$ cat config.mk
export PLATFORM = sky130hd
export DESIGN_NAME = msi_fab_add_drop
export DESIGN_NICKNAME = d
export VERILOG_FILES = /design/src/rtl/msi_fab_add_drop.sv
export SDC_FILE = /design/constraint.sdc
export NUM_CORES = 1
export LEC_CHECK = 0
export CAP_MARGIN = 40
export CORE_ASPECT_RATIO = 1.5
export CORE_MARGIN = 1.5
export CORE_UTILIZATION = 44
export CTS_BUF_LIST = sky130_fd_sc_hd__clkbuf_16
export DETAILED_ROUTE_END_ITERATION = 10
export PLACE_DENSITY = 0.75
export SLEW_MARGIN = 0
export SYNTH_ARGS = -nofsm -noshare
export SYNTH_HDL_FRONTEND = slang
export SYNTH_SLANG_ARGS = --single-unit
$ cat constraint.sdc
create_clock -name clk -period 4.75 [get_ports clk]
set_clock_uncertainty 0.15 [all_clocks]
set_input_delay 0.475 -clock clk [delete_from_list [all_inputs] [get_ports clk]]
set_output_delay 0.475 -clock clk [all_outputs]
set_load 0.02 [all_outputs]
$ cat src/rtl/msi_fab_add_drop.sv
`default_nettype none
// ============================================================================
// Module   : msi_fab_add_drop
// Purpose  : Ring-stop add/drop for an 80-bit fabric word. Words addressed to
//            NODE_ID are dropped to the cluster. Cluster words are queued in a
//            small add FIFO and inserted into free ring slots. Optional orphan
//            purge is enabled by defining the macro MSI_FAB_PURGE_EN.
// Revision : 1.0 - initial release
// ============================================================================
module msi_fab_add_drop #(
    parameter logic [3:0] NODE_ID    = 4'h2,
    parameter int         FIFO_DEPTH = 4
) (
    input  logic        clk,
    input  logic        rst_n,
    input  logic [79:0] ring_in,
    output logic [79:0] ring_out,
    output logic [79:0] fab_drop_bus80,
    input  logic [79:0] fab_add_bus80,
    output logic        add_ready,
    output logic        purge_pulse
);

    localparam int                 c_PTR_W = $clog2(FIFO_DEPTH);
    localparam int                 c_CNT_W = c_PTR_W + 1;
    localparam logic [c_CNT_W-1:0] c_DEPTH = c_CNT_W'(FIFO_DEPTH);
    localparam logic [c_PTR_W-1:0] c_LAST  = c_PTR_W'(FIFO_DEPTH - 1);

    logic [79:0]        mem_q [FIFO_DEPTH];
    logic [c_PTR_W-1:0] wr_ptr_q, wr_ptr_d;
    logic [c_PTR_W-1:0] rd_ptr_q, rd_ptr_d;
    logic [c_CNT_W-1:0] count_q, count_d;
    logic [79:0]        ring_out_q, ring_out_d;
    logic [79:0]        drop_q, drop_d;

    logic w_valid, w_dest_hit, w_drop, w_purge, w_free, w_pop, w_push;

    assign w_valid    = ring_in[79];
    assign w_dest_hit = (ring_in[78:75] == NODE_ID);
    assign w_drop     = w_valid && w_dest_hit;

`ifdef MSI_FAB_PURGE_EN
    // A word we sourced that comes back around undelivered is an orphan.
    logic purge_q;

    assign w_purge = w_valid && !w_dest_hit && (ring_in[74:71] == NODE_ID);

    always_ff @(posedge clk or negedge rst_n) begin
        if (!rst_n) begin
            purge_q <= 1'b0;
        end else begin
            purge_q <= w_purge;
        end
    end

    assign purge_pulse = purge_q;
`else
    assign w_purge     = 1'b0;
    assign purge_pulse = 1'b0;
`endif

    assign w_free    = !w_valid || w_drop || w_purge;
    assign add_ready = (count_q < c_DEPTH);
    assign w_pop     = w_free && (count_q != '0);
    assign w_push    = fab_add_bus80[79] && add_ready;

    always_comb begin
        wr_ptr_d   = wr_ptr_q;
        rd_ptr_d   = rd_ptr_q;
        count_d    = count_q;
        ring_out_d = ring_in;
        drop_d     = w_drop ? ring_in : '0;

        if (w_free) begin
            ring_out_d = w_pop ? mem_q[rd_ptr_q] : '0;
        end
        if (w_pop) begin
            rd_ptr_d = (rd_ptr_q == c_LAST) ? '0 : rd_ptr_q + 1'b1;
        end
        if (w_push) begin
            wr_ptr_d = (wr_ptr_q == c_LAST) ? '0 : wr_ptr_q + 1'b1;
        end
        case ({w_push, w_pop})
            2'b10:   count_d = count_q + 1'b1;
            2'b01:   count_d = count_q - 1'b1;
            default: count_d = count_q;
        endcase
    end

    // Storage carries no reset; validity lives entirely in the pointers/count.
    always_ff @(posedge clk) begin
        if (w_push) begin
            mem_q[wr_ptr_q] <= fab_add_bus80;
        end
    end

    always_ff @(posedge clk or negedge rst_n) begin
        if (!rst_n) begin
            wr_ptr_q   <= '0;
            rd_ptr_q   <= '0;
            count_q    <= '0;
            ring_out_q <= '0;
            drop_q     <= '0;
        end else begin
            wr_ptr_q   <= wr_ptr_d;
            rd_ptr_q   <= rd_ptr_d;
            count_q    <= count_d;
            ring_out_q <= ring_out_d;
            drop_q     <= drop_d;
        end
    end

    assign ring_out       = ring_out_q;
    assign fab_drop_bus80 = drop_q;

endmodule
`default_nettype wire

==> flow_metrics.tcl <==
set metrics [dict create \
    syn_area_per_cell_sq_um 21.30 \
    finalCritPeriodShare 0.5579 \
    end_kind "flop" \
    grt.busiest_layer "met2" \
    grtUsageTotal 0.1873 \
    synth.distinct_cells 28 \
    holdCritPathClass "flop to flop" \
    synth_common_cells "edfxtp_1 (320), dfrtp_1 (167), mux4_2 (80), a22o_1 (79), and3_1 (75)" \
    min-delay-start "count_q[0]" \
    dp_hpwl_um 24210 \
    wl_per_cell_um 22.11 \
    numCtsBuffers 44 \
    final_cell_area_sq_um 22580 \
    setup_viol_count_final 0 \
    die-height_um 246.4 \
    r2r_end "mem_q[3][25]" \
    placed_cell_area_sq_um 21150 \
    tns_ns 0 \
    synth-edff-count 320 \
    startpoint_type "input pin" \
    drv_cap 0 \
    min_period_ns 2.650 \
    io_buffers 322 \
    grt_overflow 0 \
    die_x_um 165.3 \
    powerDensity_nw_per_um2 527.7 \
    ys_seq_area_frac 0.7932 \
    ant_nets 0 \
    clock_sinks 487 \
    grt_pass1_wl_um 56200 \
    cts_max_level 2 \
    fin_nets 1321 \
    root_buffer "clkbuf_16" \
    leakage_uw 0.008601 \
    final_util 0.5760 \
    status "complete, no violations" \
    first_iter_violations 646 \
    fp.coreArea_sq_um 39200 \
    cts_resized 0 \
    rows 89 \
    ys_async_sr_fraction 0.3429 \
    finalMaxSlewViolations 0 \
    antenna_found_initial 14 \
    rsz0062_at_grt "false" \
    worstPathCellList "clkdlybuf4s50_1, nor2b_1, and2_4, buf_4" \
    rr_startpoint "count_q[2]" \
    vias_per_cell 5.238 \
    ios 324 \
    place_ws_ns 1.601 \
    syn_inst 816 \
    cts_setup_buffers 0 \
    rr_worst_depth 3 \
    maxSlewHeadroom 0.4397 \
    postLayoutSetupSlackWorst_ns 2.100 \
    cts_tree "built" \
    worst_pin_slew_ns 0.8404 \
    critPathMaxStageDelay_ns 0.68 \
    synth-seq-cells 487 \
    timing.fmax_mhz 377.4 \
    cpMaxStageDelayCell "and2_4" \
    hold_viol 0 \
    fp.dieArea_sq_um 40730 \
    fillCellCount 2945 \
    cts_hold_buf 1 \
    place_congestion 0.7294 \
    grt_start_max_net_pins 92 \
    synth_most_common_cell "edfxtp_1" \
    use_met1 0.2100 \
    yosys.area.top_type "edfxtp_1" \
    hold_path_end "count_q[0]" \
    holdPathStages 1 \
    worst_ep_arrival_time_ns 2.71 \
    synthFlopType "edfxtp_1" \
    synth_area_sq_um 17380 \
    ys_warn_count 0 \
    crit_fanout 39 \
    grt_pass1_vias 9503 \
    firstDrtPassIters 5 \
    met2_usage 0.3384 \
    initial_core_util 0.4435 \
    areaGrowthSynthToFinish_pct 29.89 \
    worstPathRequired_ns 4.81 \
    synth.area.top_cells "edfxtp_1 (55%), dfrtp_1 (24%), mux4_2 (10%)" \
    ir_worst_vdd_uv 349.7 \
    via_count 8894 \
    netlist.area_leader.share 0.5528 \
    crit_type "input pin to flop" \
    met3_usage 0.04259 \
    clkTransAtPathRegs_ns 0.06 \
    rrSetupSlack_ns 2.23 \
    totalWireLength_um 37550 \
    drcViolationCount 0 \
    clock_path_buffers 3 \
    drive_gt1_frac 0.1439 \
    insertion_delay_ns 0.55 \
]
placed cells by master (no fill, tap or decap), types with 2 or more instances in the layout:
master	count
clkdlybuf4s50_1	320
edfxtp_1	320
dfrtp_1	165
mux4_2	80
a22o_1	79
and3_1	75
clkbuf_16	46
inv_1	23
buf_4	14
diode_2	10
clkinv_2	7
ha_1	6
clkinv_1	5
and2_4	4
conb_1	4
nor2_1	3
inv_6	3
bufinv_16	3
and2_1	2
nand2_1	2
o21ai_0	2
mux2_1	2
xnor2_1	2
inv_4	2
buf_16	2
buf_12	2
dfrtp_4	2
worst max-delay path by stage:
stage                 startpoint           end  slack, ns
3_5_place_dp   fab_add_bus80[79]  mem_q[3][29]       1.60
4_1_cts        fab_add_bus80[79]  mem_q[3][25]       2.13
6_report       fab_add_bus80[79]  mem_q[3][25]       2.10
5_1_grt        fab_add_bus80[79]  mem_q[3][24]       1.94
2_1_floorplan  fab_add_bus80[79]   mem_q[0][0]       1.45
3_3_place_gp   fab_add_bus80[79]  mem_q[3][24]       1.68
layout make-up:
cell class / instances / area (sq um) / share of cell area
clock inverter: 36 / 242.7 / 0.01075
multi-input combinational: 270 / 3278 / 0.1452
sequential: 487 / 13800 / 0.6110
inverter: 8 / 30.03 / 0.001330
clock buffer: 46 / 1151 / 0.05098
tap: 500 / 625.6 / 0.02771
antenna: 10 / 25.02 / 0.001108
timing repair buffer: 341 / 3430 / 0.1519
metrics by stage:
stage / instances / total power [uW] / hold slack (ns)
floorplan: 819 / 7390 / 0.02941
detailed placement: 1605 / 8661 / 0.3456
global route: 1697 / 12440 / 0.3810
finish: 1698 / 11910 / 0.3534
global placement: 1603 / 8561 / 0.3383
CTS: 1688 / 12100 / 0.3581
logic make-up after synthesis:
group	Yosys count	synth area share
adders and majority gates	7	0.005470
and+or+nand+nor	90	0.03268
other	1	0.0002157
buffers and inverters	62	0.02015
AOI/OAI and AO/OA	83	0.04124
muxes	83	0.1055
xor gates and xnor gates	3	0.001512
DFF	487	0.7932
flip-flops by register name, indices dropped and copies added (netlist names):
signal	flops
wr_ptr_q	2
fab_drop_bus80	80
ring_out	80
rd_ptr_q	2
count_q	3
mem_q	320
report_power, final:
group          internal [uW]  switching (uW)  total (uW)
logic                   1530            1470        3000
registers               5220             288        5510
clock network           1920            1490        3410
total                   8670            3240       11900
layer usage:
metal | vias to the layer above | share of wire
li1 | 3936 | -
met1 | 4599 | 0.36
met2 | 271 | 0.55
met3 | 80 | 0.058
met4 | 8 | 0.032
met5 | - | 0.0014
worst max-delay path: cells and delay by family:
family,cells,cell delay (ns)
buffers and inverters,2,0.99
and+or+nand+nor,2,1.19
Note: power is estimated with default switching activity, not from simulation.
